### src/rtl/dummy_memory.sv
// Read-only triangle ROM with a registered output. Each address returns a synthetic triangle record in Q16.16.
// Define DUMMY_MEMORY_BOUND_EN to return all-zero records for addresses >= NUM_TRI.
module dummy_memory #(
    parameter int NUM_TRI = 16
) (
    input  logic               clock,
    input  logic               reset,
    input  logic        [11:0] mem_addr,
    output logic signed [31:0] data_out [11:0]
);

    localparam logic signed [31:0] ONE_Q16 = 32'sh0001_0000;

`ifdef DUMMY_MEMORY_BOUND_EN
    localparam logic BOUND_EN = 1'b1;
`else
    localparam logic BOUND_EN = 1'b0;
`endif

    logic                keep_s;
    logic signed [31:0]  a_q16_s;
    logic signed [31:0]  next_s [11:0];
    logic signed [31:0]  data_r [11:0];

    // In the unbounded build NUM_TRI is still referenced, but it has no effect there.
    assign keep_s  = !BOUND_EN || ({20'd0, mem_addr} < NUM_TRI[31:0]);
    assign a_q16_s = {4'd0, mem_addr, 16'd0};

    // Build the record for the current address.
    always_comb begin
        for (int i = 0; i < 12; i++) begin
            next_s[i] = 32'sd0;
        end
        if (keep_s) begin
            next_s[0]  = ONE_Q16;
            next_s[3]  = a_q16_s;
            next_s[6]  = a_q16_s;
            next_s[7]  = ONE_Q16;
            next_s[9]  = a_q16_s;
            next_s[11] = ONE_Q16;
        end else begin
            for (int i = 0; i < 12; i++) begin
                next_s[i] = 32'sd0;
            end
        end
    end

    // Output register. Reset clears it asynchronously.
    always_ff @(posedge clock or posedge reset) begin
        if (reset) begin
            for (int i = 0; i < 12; i++) begin
                data_r[i] <= 32'sd0;
            end
        end else begin
            for (int i = 0; i < 12; i++) begin
                data_r[i] <= next_s[i];
            end
        end
    end

    assign data_out = data_r;

endmodule

### config.mk
export PLATFORM = sky130hd
export DESIGN_NAME = dummy_memory
export DESIGN_NICKNAME = d
export VERILOG_FILES = /design/src/rtl/dummy_memory.sv
export SDC_FILE = /design/constraint.sdc
export NUM_CORES = 1
export LEC_CHECK = 0
export BUFFER_PORTS_ARGS = -buffer_cell sky130_fd_sc_hd__buf_4
export CORE_AREA = 2 2 153 155
export DETAILED_ROUTE_END_ITERATION = 8
export DIE_AREA = 0 0 155 157
export HOLD_SLACK_MARGIN = 0.12
export PLACE_DENSITY = 0.4
export SYNTH_ARGS = -nofsm -noshare
export SYNTH_HDL_FRONTEND = slang
export SYNTH_SLANG_ARGS = --single-unit
export TNS_END_PERCENT = 1
### constraint.sdc
create_clock -name clock -period 0.9 [get_ports clock]
set_input_delay 0.135 -clock clock [delete_from_list [all_inputs] [get_ports clock]]
set_output_delay 0.135 -clock clock [all_outputs]
set_load 0.01 [all_outputs]
# Word-level counts from Yosys, hierarchy flattened
# Index checks and enable logic that the tools add are counted.
word_totals:
  reg_bits: 13
  in_bits: 14
  output_inout_bits: 384
  word_cells: 2

# Logic depth before layout (Yosys ltp)
depth:
  ltp_word: 0
  ltp_mapped: 1
  ltp_nobuf: 1

# Worst setup path before layout
# No wires, ideal clock.
synth_path:
  path_type: "reg2out"
  startpoint: "register, netlist name data_out[304]"
  endpoint: "output data_out[208] in the netlist's numbering"
  arrival_ns: 0.553
  t_required_ns: 0.765
  setup_slack_ns: 0.212
  path_stages_with_launch: 2
  path_buffers: 1
  path_cell_list: "dfrtp_1 -> buf_4"
synth_rtl:
  columns: ["item", "line", "source"]
  rows:
  - ["to (decl)", "9", "output logic signed [31:0] data_out [11:0]"]

# Final worst setup path
layout_path:
  startpoint: "register data_r, in the netlist data_out[310]"
  endpoint: "output data_out[310] in the netlist's numbering"
layout_rtl:
  columns: ["item", "line", "source"]
  rows:
  - ["from (decl)", "23", "logic signed [31:0] data_r [11:0];"]
  - ["from (signal, indexed assignment)", "56", "data_r[i] <= next_s[i];"]
# No word-level cell between the ends.

==> implementation parameters <==
Parameter                              Value

Outcome
  Violations in the final reports    negative setup slack
  Run status    finished with violations

Finish
  Area used by sequential logic in the layout    ~330 um^2
  Layout overhead on the synthesized area    -15.0%
  Commonest cells after routing, fill and taps aside    sky130_fd_sc_hd__conb_1 (346), sky130_fd_sc_hd__buf_4 (38), sky130_fd_sc_hd__buf_6 (15)
  Fraction of layout cells with a size suffix above 1    0.142
  Layout Nets    around 450
  Finished Core Util    0.118
  Flip-flop count of the largest register after layout    13
  Fin cells    715
  Filler cells    between 2000 and 3000
  Area taken by multi-input logic gates    0.00130 mm^2
  Most common cell after layout, fill and taps aside    sky130_fd_sc_hd__conb_1
  Final instance area    approximately 0.0027 mm^2
  N_diodes    0

Placement
  Count of port buffers added during placement    52
  Half-perimeter wire length after placement    4.04 mm
  Area of placed instances    between 0.002 and 0.0025 mm^2
  Pre-CTS setup slack    between 0.1 and 0.15 ns
  Final weighted congestion of routability-driven global placement    about 0.72
  Number of placed instances with taps included    698

Synthesis
  Warning count from the yosys run    0
  Portion of synthesized cell area occupied by the leading cell type    0.892
  Top area cells in the synthesized netlist    sky130_fd_sc_hd__buf_4 (89%), sky130_fd_sc_hd__dfrtp_1 (10%), sky130_fd_sc_hd__conb_1 (0.24%)
  Number of flip-flops and latches in the synthesized netlist    13
  Cell count after synthesis    about 390
  Unique masters post-synth    4
  Summed instance area of the synthesized netlist    0.00312 mm^2
  Sequential share of the synthesized area    0.104
  Mapped Avg Cell Area    8.07 um^2
  Cell taking the most area after synthesis    sky130_fd_sc_hd__buf_4

Pwr
  Switching portion of total power    0.432
  Leak    0.00164 uW
  Sw Pwr    between 1000 and 1500 uW
  Worst supply voltage drop on vdd    about 0.93 mV
  Comb pwr share    0.394
  Sequential fraction of design power    0.269
  Clock power frac    0.337
  Tot Pwr    2500 uW
  Pwr dens    between 900 and 1000 mW/mm^2
  Int Pwr    roughly 1400 uW

Floorplanning
  Core outline area    0.0225 mm^2
  Starting density of the core    0.139
  Die Area    about 0.024 mm^2
  Vert. Die Dim    approximately 160 um
  Width of the die    around 160 um
  Num rows    55
  Ports    398

Timing
  Setup violators final    39
  RSZ-0062 raised after global routing    true
  Number of hold violations in the final report    0
  PnR worst setup slack    -0.0931 ns
  Number of slew-limit violations in the final report    0
  Maximum frequency from static timing analysis    just over 1 GHz
  Share of the cycle needed by the critical path after routing    1.10
  Time the final worst path needs with I/O delays and setup    between 0.9 and 1 ns

Clock network
  Clock tree root buffer cell    sky130_fd_sc_hd__clkbuf_16
  Clock tree buffer depth    2
  CTS clock-pin slew for the worst setup and hold paths    0.05 ns
  Max H-tree Level    1
  Count of clock tree sinks    13
  TritonCTS clock tree    done
  CTS Buf Count    3

Setup path
  Critical path class    reg2out
  Largest fanout of any net on the critical path    3
  Cell type of the slowest stage on the worst timing path    sky130_fd_sc_hd__dfrtp_2
  Number of buffers and inverters on the critical path    1
  Beginning of the critical path    data_out[310]
  Worst Setup Start Kind    register
  Top delay family on crit path    flip-flops
  Worst endpoint required time    0.76 ns
  Arrival time of the worst setup path    0.86 ns
  Slowest Stage Delay on Critical Path    between 0.4 and 0.5 ns
  Critical Path, Cell by Cell    buf_4
  Crit path capture type    output pin

Global routing
  Initial antenna violation count    0
  Aggregate global routing overflow    0
  First-pass GRT wire length    between 3 and 4 mm
  Overall global routing resource usage    0.0230
  Number of global-route vias before repair    around 610
  Largest net degree at the start of global routing    14

Routing
  Met1 WL    630 um
  Highest metal layer with signal wires    met4
  Final antenna-violating net count    0
  Via-to-Cell Ratio    about 1.8
  Remaining design rule violation count    0
  Met3 wire length    ~680 um
  Routed wire length    between 4 and 5 mm
  DRT iter0 DRCs    6
  Detailed-routed wire length on met2    2.97 mm
  Wire length per cell after detailed routing    roughly 6.0 um
  Pre-antenna DRT Iters    2
  Count of vias placed by the detailed router    about 1300

Worst hold path
  Worst hold-check path type    in2async

Job
  Maximum capacitance violations    0
[Yosys cell counts]
library cell	count
sky130_fd_sc_hd__inv_1	1
sky130_fd_sc_hd__conb_1	2
sky130_fd_sc_hd__buf_4	371
sky130_fd_sc_hd__dfrtp_1	13
[kinds of logic (layout without fill, tap and decap cells)]
family	count (synthesis)	count (layout)	synth area share
other	2	346	0.00241
buffers and inverters	372	71	0.893
DFF	13	13	0.104
[power by group through the flow]
stage	Clock (uW)	Combinational, uW	Sequential, uW
after global placement	0	884	672
after floorplan	0	1860	661
after CTS	861	943	672
after detailed placement	0	881	670
final	841	984	670
after global routing	896	1090	673
[per-stage QoR]
| step | hold WS (ns) | setup TNS [ns] |
|---|---|---|
| floorplan | 0.0120 | 0 |
| global placement | 0.149 | 0 |
| detailed placement | 0.147 | 0 |
| CTS | 0.445 | -2.86 |
| global route | 0.457 | -3.27 |
| finish | 0.440 | -2.50 |
[final cells by class]
cell class / count / area share
Clock buffer: 4 / 0.0297
Sequential cell: 13 / 0.125
Tap cell: 285 / 0.134
Multi-Input combinational cell: 346 / 0.489
Timing Repair Buffer: 66 / 0.220
Inverter: 1 / 0.00141
[per-layer routing]
layer  GRT usage  vias up
li1            -      526
met1      0.0126      570
met2      0.0593      215
met3     0.00385        2
met4      0.0106        0
met5           0        -
[worst paths after layout]
kind,end,slack [ns],cells after the start
min in group clock,data_out[311],0.54,2
max in group asynchronous,data_out[310],0.28,4
max,data_out[310],-0.09,1
min,data_out[307],0.44,4
[repair_timing]
item	in CTS	in global routing
hold endpoints to repair	25	0
buffers inserted	0	0
hold buffers	13	0
setup endpoints to repair	39	39
resized for setup	17	3
No activity file was read; power rests on OpenSTA's default activity.
